**config.mk**
```make
export PLATFORM = sky130hd
export DESIGN_NAME = fp16_divider_flat
export DESIGN_NICKNAME = d
export VERILOG_FILES = /design/src/rtl/fp16_pkg.sv /design/src/rtl/fp16_divider_if.sv /design/src/rtl/fp16_mant_div.sv /design/src/rtl/fp16_divider.sv /design/src/flat_wrapper.sv
export SDC_FILE = /design/constraint.sdc
export NUM_CORES = 1
export LEC_CHECK = 0
export CORE_UTILIZATION = 50
export DETAILED_ROUTE_END_ITERATION = 6
export DONT_BUFFER_PORTS = 1
export PLACE_DENSITY = 0.75
export SLEW_MARGIN = 30
export SYNTH_ARGS = -nofsm -noshare
export SYNTH_HDL_FRONTEND = slang
export SYNTH_HIERARCHICAL = 1
export SYNTH_SLANG_ARGS = --single-unit
```
**constraint.sdc**
```tcl
create_clock -name clk -period 3.5 [get_ports clk]
set_input_delay 0.7 -clock clk [delete_from_list [all_inputs] [get_ports clk]]
set_output_delay 0.7 -clock clk [all_outputs]
set_load 0.02 [all_outputs]
```
**src/rtl/fp16_pkg.sv**
```systemverilog
// Shared fp16 definitions: field widths, bias, special encodings and the divider FSM state type.
package fp16_pkg;

   localparam int unsigned EXP_W  = 5;
   localparam int unsigned FRAC_W = 10;
   localparam int unsigned BIAS   = 15;

   // Mantissa with hidden bit, and quotient/remainder width (one guard bit above the mantissa)
   localparam int unsigned MANT_W = FRAC_W + 1;
   localparam int unsigned QUOT_W = MANT_W + 1;

   localparam logic [15:0] FP16_QNAN = 16'h7E00;
   localparam logic [14:0] FP16_INF  = 15'h7C00;

   typedef enum logic [1:0] {
      IDLE,
      DIV,
      NORM
   } state_t;

endpackage

```
**src/rtl/fp16_divider_if.sv**
```systemverilog
// Operand/result bundle of the fp16 divider with start/done handshake.
interface fp16_divider_if;
   import fp16_pkg::*;

   logic        start;
   logic [15:0] flp_a;
   logic [15:0] flp_b;
   logic [15:0] quot;
   logic        busy;
   logic        done;
   logic        div_by_zero;
   logic        overflow;
   logic        underflow;
   logic        invalid;

   modport master (
      output start, flp_a, flp_b,
      input  quot, busy, done, div_by_zero, overflow, underflow, invalid
   );

   modport slave (
      input  start, flp_a, flp_b,
      output quot, busy, done, div_by_zero, overflow, underflow, invalid
   );

endinterface

```
**src/rtl/fp16_mant_div.sv**
```systemverilog
// Restoring mantissa divider: one quotient bit per step, 12 steps per division.
import fp16_pkg::*;

module fp16_mant_div (
   input  logic              clk,
   input  logic              rst,
   input  logic              load,
   input  logic              step,
   input  logic [MANT_W-1:0] ma,
   input  logic [MANT_W-1:0] mb,
   output logic [QUOT_W-1:0] q,
   output logic              last
);

   logic [QUOT_W-1:0] r;
   logic [MANT_W-1:0] mb_r;
   logic [3:0]        cnt;
   logic              ge;
   logic [QUOT_W-1:0] diff;

   // Trial subtraction for the current step; last flags the final quotient bit
   always_comb begin
      ge   = (r >= {1'b0, mb_r});
      diff = ge ? (r - {1'b0, mb_r}) : r;
      last = (cnt == 4'(QUOT_W - 1));
   end

   // Remainder, quotient shift register and step counter
   always_ff @(posedge clk) begin
      if (rst) begin
         r    <= '0;
         q    <= '0;
         mb_r <= '0;
         cnt  <= '0;
      end else if (load) begin
         r    <= {1'b0, ma};
         q    <= '0;
         mb_r <= mb;
         cnt  <= '0;
      end else if (step) begin
         // diff < mb here, so its top bit is always zero and the shift loses nothing
         r   <= diff << 1;
         q   <= {q[QUOT_W-2:0], ge};
         cnt <= cnt + 4'd1;
      end
   end

endmodule

```
**src/rtl/fp16_divider.sv**
```systemverilog
// Sequential fp16 divider: classification, exponent path, FSM and result registers.
import fp16_pkg::*;

module fp16_divider (
   input  logic          clk,
   input  logic          rst,
   fp16_divider_if.slave bus
);

   state_t state, state_nx;
   logic   accept, load, step;

   logic [EXP_W-1:0]  exp_a, exp_b;
   logic              sign_in;
   logic              a_zero, b_zero, any_nan, special;
   logic signed [6:0] e_calc;

   logic              sign_r;
   logic signed [6:0] e_r;
   logic signed [6:0] e_fin;
   logic [FRAC_W-1:0] frac_fin;

   logic [QUOT_W-1:0] q;
   logic              last;

   assign exp_a   = bus.flp_a[14:10];
   assign exp_b   = bus.flp_b[14:10];
   assign sign_in = bus.flp_a[15] ^ bus.flp_b[15];
   assign a_zero  = (exp_a == '0);
   assign b_zero  = (exp_b == '0);
   assign any_nan = (exp_a == '1) || (exp_b == '1);
   assign special = any_nan || a_zero || b_zero;
   assign e_calc  = $signed({2'b00, exp_a}) - $signed({2'b00, exp_b}) + $signed(7'(BIAS));

   assign bus.busy = (state != IDLE);

   fp16_mant_div u_mant_div (
      .clk  (clk),
      .rst  (rst),
      .load (load),
      .step (step),
      .ma   ({1'b1, bus.flp_a[9:0]}),
      .mb   ({1'b1, bus.flp_b[9:0]}),
      .q    (q),
      .last (last)
   );

   // State register
   always_ff @(posedge clk) begin
      if (rst) state <= IDLE;
      else     state <= state_nx;
   end

   // Next-state and divider control
   always_comb begin
      state_nx = state;
      accept   = 1'b0;
      load     = 1'b0;
      step     = 1'b0;
      case (state)
         IDLE: begin
            if (bus.start) begin
               accept = 1'b1;
               if (!special) begin
                  load     = 1'b1;
                  state_nx = DIV;
               end
            end
         end
         DIV: begin
            step = 1'b1;
            if (last) state_nx = NORM;
         end
         NORM:    state_nx = IDLE;
         default: state_nx = IDLE;
      endcase
   end

   // Normalise the finished quotient: a leading zero costs one exponent step
   always_comb begin
      e_fin    = q[QUOT_W-1] ? e_r : (e_r - 7'sd1);
      frac_fin = q[QUOT_W-1] ? q[FRAC_W:1] : q[FRAC_W-1:0];
   end

   // Result, flag and done registers
   always_ff @(posedge clk) begin
      if (rst) begin
         bus.quot        <= '0;
         bus.done        <= 1'b0;
         bus.div_by_zero <= 1'b0;
         bus.overflow    <= 1'b0;
         bus.underflow   <= 1'b0;
         bus.invalid     <= 1'b0;
         sign_r          <= 1'b0;
         e_r             <= '0;
      end else begin
         bus.done <= 1'b0;
         if (accept) begin
            bus.div_by_zero <= 1'b0;
            bus.overflow    <= 1'b0;
            bus.underflow   <= 1'b0;
            bus.invalid     <= 1'b0;
            if (any_nan || (a_zero && b_zero)) begin
               bus.quot    <= FP16_QNAN;
               bus.invalid <= 1'b1;
               bus.done    <= 1'b1;
            end else if (b_zero) begin
               bus.quot        <= {sign_in, FP16_INF};
               bus.div_by_zero <= 1'b1;
               bus.done        <= 1'b1;
            end else if (a_zero) begin
               bus.quot <= {sign_in, 15'b0};
               bus.done <= 1'b1;
            end else begin
               sign_r <= sign_in;
               e_r    <= e_calc;
            end
         end
         if (state == NORM) begin
            bus.done <= 1'b1;
            if (e_fin >= 7'sd31) begin
               bus.quot     <= {sign_r, FP16_INF};
               bus.overflow <= 1'b1;
            end else if (e_fin <= 7'sd0) begin
               bus.quot      <= {sign_r, 15'b0};
               bus.underflow <= 1'b1;
            end else begin
               bus.quot <= {sign_r, e_fin[EXP_W-1:0], frac_fin};
            end
         end
      end
   end

endmodule

```
**src/flat_wrapper.sv**
```systemverilog
// flat-port wrapper written by rule: the top's interface ports become plain ports
module fp16_divider_flat 
  (clk, rst, bus_start, bus_flp_a, bus_flp_b, bus_quot, bus_busy, bus_done, bus_div_by_zero, bus_overflow, bus_underflow, bus_invalid);
  fp16_divider_if bus_i ();
  input  logic clk;
  input  logic rst;
  input wire logic [$bits(bus_i.start)-1:0] bus_start;
  input wire logic [$bits(bus_i.flp_a)-1:0] bus_flp_a;
  input wire logic [$bits(bus_i.flp_b)-1:0] bus_flp_b;
  output wire logic [$bits(bus_i.quot)-1:0] bus_quot;
  output wire logic [$bits(bus_i.busy)-1:0] bus_busy;
  output wire logic [$bits(bus_i.done)-1:0] bus_done;
  output wire logic [$bits(bus_i.div_by_zero)-1:0] bus_div_by_zero;
  output wire logic [$bits(bus_i.overflow)-1:0] bus_overflow;
  output wire logic [$bits(bus_i.underflow)-1:0] bus_underflow;
  output wire logic [$bits(bus_i.invalid)-1:0] bus_invalid;
  assign bus_i.start = bus_start;
  assign bus_i.flp_a = bus_flp_a;
  assign bus_i.flp_b = bus_flp_b;
  assign bus_quot = bus_i.quot;
  assign bus_busy = bus_i.busy;
  assign bus_done = bus_i.done;
  assign bus_div_by_zero = bus_i.div_by_zero;
  assign bus_overflow = bus_i.overflow;
  assign bus_underflow = bus_i.underflow;
  assign bus_invalid = bus_i.invalid;
  fp16_divider u_core (.clk(clk), .rst(rst), .bus(bus_i));
endmodule
```
==> out/qor.yml, run 1 <==
critical_path:
  worstRegToRegCells: 8
  worst_ep_arrival_time_ns: 3.11
  endpoint: "u_core/bus.quot[9]$_SDFFE_PP0P_"
  cp-startpoint: "u_core/e_r[0]$_SDFFE_PP0P_"
  worstPathCellList: "inv_1 > ha_1 > or4b_4 > o31a_1 > nor3_2 > o21ai_1 > or3_1 > a211oi_2"
  crit_slowest_cell: "or3_1"
  crit_path_end_kind: "register"
  critPathLaunchType: "register"
  worst-setup-path-type: "reg -> reg"
  crit_fanout: 10
  required_ns: 3.78
  reg2reg_setup_slack_ns: 0.67
  critPathMaxStageDelay_ns: 0.53
  r2r_start: "u_core/e_r[0]$_SDFFE_PP0P_"
  timing.rr.end: "u_core/bus.quot[9]$_SDFFE_PP0P_"
grt:
  grt_use_total_pct: 21.1
  use_met1_pct: 27.7
  met2_usage_pct: 32.6
  grt-ovfl-total: 0
  grt_pass1_vias: 2965
  top_usage_layer: "met2"
  grt_first_pass_wirelength_mm: 14.0
  antenna_found_initial: 0
  use_met3_pct: 6.48
  grt_max_degree: 52
drt:
  wl_per_cell_um: 15.1
  viasPerCell: 5.81
  dr.pass1.iters: 5
  drc: 0
  antenna_left: 0
  num_vias: 3202
  wl_mm: 8.33
  drtIter0Drc: 189
clocking:
  postCtsSetupBuffers: 0
  cts-root-buf: "clkbuf_8"
  cts_buffers: 9
  clock_sinks: 70
  clk_latency_ns: 0.35
  clk_pin_slew_ns: 0.08
  tritoncts: "built"
  hold_buffers: 0
  clock_path_buffers: 2
  ctsResizeCount: 0
  htree_levels: 3
die:
  die_x_um: 90.6
  die_area_um2: 8210
  ios: 57
  num_rows: 31
  core-area_um2: 7410
  initial_core_util_pct: 53.0
  die_y_um: 90.6
run_status:
  status: "finished clean"
synth:
  yosysTopAreaCellShare_pct: 35.7
  synth-seq-area-share_pct: 35.7
  synth.yosys.warnings: 6
  synth_most_common_cell: "dfxtp_1"
  synth_seq_cells: 70
  synth_common_cells: "70 x dfxtp_1, 65 x nor2_1, 45 x mux2i_1"
  yosysTopAreaCell: "dfxtp_1"
  yosys-top-cells-area: "dfxtp_1 36%, mux2i_1 11%, nor2_1 6.2%, ha_1 6.1%, xnor2_1 4.5%"
  synth_top_flop_cell: "dfxtp_1"
  netlist-cell-type-count: 59
  synth_edf_count: 0
  synth.avg_cell_area_um2: 8.75
  netlist_area_um2: 3930
  syn_inst: 449
  synthArstFlopShare_pct: 0
layout:
  post_route_cells_drive_above_1_share_pct: 6.42
  antennaDiodeCount: 0
  final_util_pct: 56.7
  n_fill_cell: 644
  nets: 503
  post_layout_nonfiller_instances: 551
  area_growth_pct: 7.04
timing:
  fin_ws_ns: 0.670
  fmax_ghz: 0.353
  rsz0062_at_grt: "false"
  maxSlewHeadroom_pct: 52.0
  hold_violations: 0
  clock_skew_ns: 0.0113
  hold_slack_ns: 0.426
  period_share_pct: 80.8
  maxSlewViolCount: 0
  worst_pin_slew_ns: 0.711
  tns_ns: 0
  period_minus_slack_ns: 2.83
  setup_violations: 0
place:
  io_buffers: 0
  hpwlAfterDp_mm: 6.03
  place_congestion: 0.905
  dp.cells: 535
  place_ws_ns: 0.651
power_and_ir_drop:
  p_leak_nw: 1.59
  cellPowerDensity_nw_per_um2: 518
  irDropWorstVdd_v: 0.000288
job:
  drv_cap: 0
min_path:
  hp-class: "in -> reg"
[area by class of cell]
class | instances | area, µm² | share of cell area (%)
Clock inverter | 6 | 46.3 | 1.10
Inverter | 28 | 105 | 2.50
Clock buffer | 10 | 138 | 3.27
Tap cell | 99 | 124 | 2.95
Timing Repair Buffer | 5 | 37.5 | 0.893
Multi-Input combinational cell | 333 | 2350 | 56.0
Sequential cell | 70 | 1400 | 33.3
[through the flow]
step | instance area [µm²] | total power, mW
2_1_floorplan | 3930 | 1.46
3_3_place_gp | 4010 | 1.56
3_5_place_dp | 4010 | 1.58
4_1_cts | 4200 | 2.19
5_1_grt | 4200 | 2.30
6_report | 4200 | 2.18
[how the worst min path moves through the flow]
stage	to	slack, ns	from	depth (start not counted)
floorplan	u_core/bus.quot[15]$_SDFFE_PP0P_	0.46	u_core/sign_r$_SDFFE_PP0P_	2
detailed placement	u_core/e_r[6]$_SDFFE_PP0P_	0.48	u_core/e_r[6]$_SDFFE_PP0P_	2
finish	u_core/u_mant_div/mb_r[0]$_SDFFE_PP0P_	0.43	rst	1
global placement	u_core/u_mant_div/mb_r[3]$_SDFFE_PP0P_	0.48	u_core/u_mant_div/mb_r[3]$_SDFFE_PP0P_	2
global route	u_core/u_mant_div/mb_r[1]$_SDFFE_PP0P_	0.40	rst	1
CTS	u_core/bus.div_by_zero$_SDFFE_PP0P_	0.40	rst	1
[power by group]
group | switching (mW) | internal [mW] | total (mW)
Combinational | 0.387 | 0.303 | 0.689
Clock | 0.320 | 0.280 | 0.599
Sequential | 0.0479 | 0.841 | 0.889
[cells by family (layout without fill, tap and decap cells)]
family,Yosys count,in the layout,share of synthesized area [%]
and+or+nand+nor,151,151,18.4
AOI/OAI and AO/OA,91,91,17.3
DFF,70,70,35.7
buffers and inverters,47,49,4.87
muxes,45,45,11.5
xor gates and xnor gates,23,23,5.13
adders and majority gates,21,21,7.07
other,1,2,0.0955
[per-layer routing]
| layer | vias to the layer above | wire, µm |
|---|---|---|
| li1 | 1591 | - |
| met1 | 1486 | 3830 |
| met2 | 109 | 3730 |
| met3 | 16 | 634 |
| met4 | 0 | 133 |
| met5 | - | 0 |
[registers in the layout, summed over array words and instances, names as in the netlist, 2 cells and up]
register and count:
u_core/bus.quot 16, u_core/e_r 7, u_core/u_mant_div/cnt 4, u_core/u_mant_div/mb_r 11, u_core/state 2, u_core/u_mant_div/r 12, u_core/u_mant_div/q 12
[cell usage in the layout, fill, tap and decap left out, types with 8 or more instances in the layout]
cell       netlist  final
ha_1            19     19
nand2_1         27     27
dfxtp_1         70     70
xnor2_1         20     20
clkbuf_8         0     10
nand2b_1         9      9
inv_1           28     28
nor3_1           9      8
a22oi_1         11     11
a21oi_1         13     13
nor2_1          65     65
o2bb2ai_1       11     11
mux2i_1         45     45
[worst max-delay path: cells and delay by family, from the launching register on]
family | cells | cell delay [ns]
flops | 1 | 0.39
fa+ha+maj | 1 | 0.21
simple gates | 3 | 1.41
compound gates | 3 | 0.62
buf+inv | 1 | 0.13
No activity file was read; power rests on OpenSTA's default activity.
==> run 2: changes to the inputs <==
- PLACE_DENSITY: 0.75 -> 0.78
- clock period: 3.5 -> 2.6 ns (I/O delays scaled with it)
==> out/qor.yml, run 2 (synthesis gave the netlist of run 1 again) <==
drt:
  drc: 0
  wl_per_cell_um: 15.7
  drtIter0Drc: 269
  antenna_left: 0
  num_vias: 3238
  viasPerCell: 5.81
  wl_mm: 8.76
  dr.pass1.iters: 4
critical_path:
  crit_path_end_kind: "register"
  worst-setup-path-type: "reg -> reg"
  critPathLaunchType: "register"
  required_ns: 2.88
  worst_ep_arrival_time_ns: 2.74
  crit_fanout: 10
die:
  die_area_um2: 8210
  core-area_um2: 7410
  die_y_um: 90.6
  die_x_um: 90.6
  num_rows: 31
  initial_core_util_pct: 53.0
  ios: 57
power_and_ir_drop:
  power_mw: 3.01
  irDropWorstVdd_v: 0.000530
  cellPowerDensity_nw_per_um2: 704
  p_leak_nw: 1.62
layout:
  area_growth_pct: 8.73
  regMostFlops: "u_core/bus.quot"
  seq_area_um2: 1400
  post_route_cells_drive_above_1_share_pct: 8.30
  multi_input_area_um2: 2360
  final_common_cell: "dfxtp_1"
  nets: 509
  reg.largest.list: "u_core/bus.quot: 16 flops, u_core/u_mant_div/q: 12 flops, u_core/u_mant_div/r: 12 flops"
  n_fill_cell: 638
  largest_register_ffs: 16
  post_layout_nonfiller_instances: 557
  final_cell_mix: "70 x dfxtp_1, 63 x nor2_1, 45 x mux2i_1, 28 x inv_1, 27 x nand2_1"
  antennaDiodeCount: 0
timing:
  hold_slack_ns: 0.224
  clock_skew_ns: 0.0104
  period_share_pct: 94.7
  fmax_ghz: 0.406
  rsz0062_at_grt: "false"
  maxSlewHeadroom_pct: 54.8
  setup_violations: 0
  hold_violations: 0
  maxSlewViolCount: 0
  worst_pin_slew_ns: 0.676
  tns_ns: 0
  fin_ws_ns: 0.139
  period_minus_slack_ns: 2.46
clocking:
  cts-root-buf: "clkbuf_8"
  cts_buffers: 9
  clock_path_buffers: 2
  htree_levels: 3
  tritoncts: "built"
  clk_pin_slew_ns: 0.08
  postCtsSetupBuffers: 0
  clk_latency_ns: 0.36
  clock_sinks: 70
place:
  dp.cells: 541
  hpwlAfterDp_mm: 6.37
  io_buffers: 0
  place_congestion: 0.891
  place_ws_ns: 0.154
run_status:
  status: "finished clean"
grt:
  grt_first_pass_wirelength_mm: 14.4
  use_met1_pct: 26.8
  grt-ovfl-total: 0
  antenna_found_initial: 0
  top_usage_layer: "met2"
  grt_max_degree: 52
  use_met3_pct: 6.14
  met2_usage_pct: 35.5
  grt_pass1_vias: 3012
  grt_use_total_pct: 21.7
min_path:
  hp-class: "in -> reg"
job:
  drv_cap: 0
==> run 2: cell count changes in the layout (fill, tap and decap cells not counted), sizes merged <==
| cell | before | now |
|---|---|---|
| buf | 5 | 11 |
| clkinv | 3 | 1 |
| clkinvlp | 2 | 3 |
| inv | 29 | 30 |
==> run 2: layout make-up <==
| cell class | count | share of cell area, % |
|---|---|---|
| clock buffer | 10 | 3.22 |
| clock inverter | 6 | 1.05 |
| inverter | 28 | 2.46 |
| multi-input combinational | 333 | 55.3 |
| sequential | 70 | 32.8 |
| tap | 99 | 2.90 |
| timing repair buffer | 11 | 2.23 |
==> run 2: final timing paths <==
path | from | end | slack [ns] | depth (start not counted)
setup reg to reg | u_core/e_r[0]$_SDFFE_PP0P_ | u_core/bus.quot[9]$_SDFFE_PP0P_ | 0.14 | 8
hold reg to reg | u_core/sign_r$_SDFFE_PP0P_ | u_core/bus.quot[15]$_SDFFE_PP0P_ | 0.49 | 2
hold / removal | rst | u_core/u_mant_div/mb_r[6]$_SDFFE_PP0P_ | 0.22 | 1
setup / recovery | u_core/e_r[0]$_SDFFE_PP0P_ | u_core/bus.quot[9]$_SDFFE_PP0P_ | 0.14 | 8
==> run 2: metal layers <==
metal | part of all wire, % | up-vias
met2 | 47 | 84
li1 | - | 1608
met5 | 0 | -
met1 | 46 | 1528
met4 | 2.1 | 0
met3 | 5.2 | 18
==> run 2: timing repair <==
action                     CTS  global route
hold buffers                 0             0
gates resized for setup      0             1
setup endpoints to repair    0             3
==> run 2: critical path, stage by stage, from the launching register on <==
cell      delay, ns
dfxtp_1        0.31
inv_1          0.09
ha_1           0.20
or4b_4         0.51
o31a_1         0.29
nor3_2         0.18
o21ai_1        0.09
or3_1          0.51
a211oi_2       0.22
==> run 2: per-stage QoR <==
| stage | util (%) | area [µm²] |
|---|---|---|
| floorplan | - | 3950 |
| global placement | 55.1 | 4080 |
| detailed placement | 55.1 | 4080 |
| CTS | 57.6 | 4270 |
| global route | 57.6 | 4270 |
| finish | 57.6 | 4270 |
==> run 2: power breakdown <==
| part | internal, mW | total (mW) | switching, mW |
|---|---|---|---|
| registers | 1.13 | 1.20 | 0.0643 |
| clock network | 0.376 | 0.817 | 0.441 |
| logic | 0.450 | 0.994 | 0.544 |
| total | 1.96 | 3.01 | 1.05 |
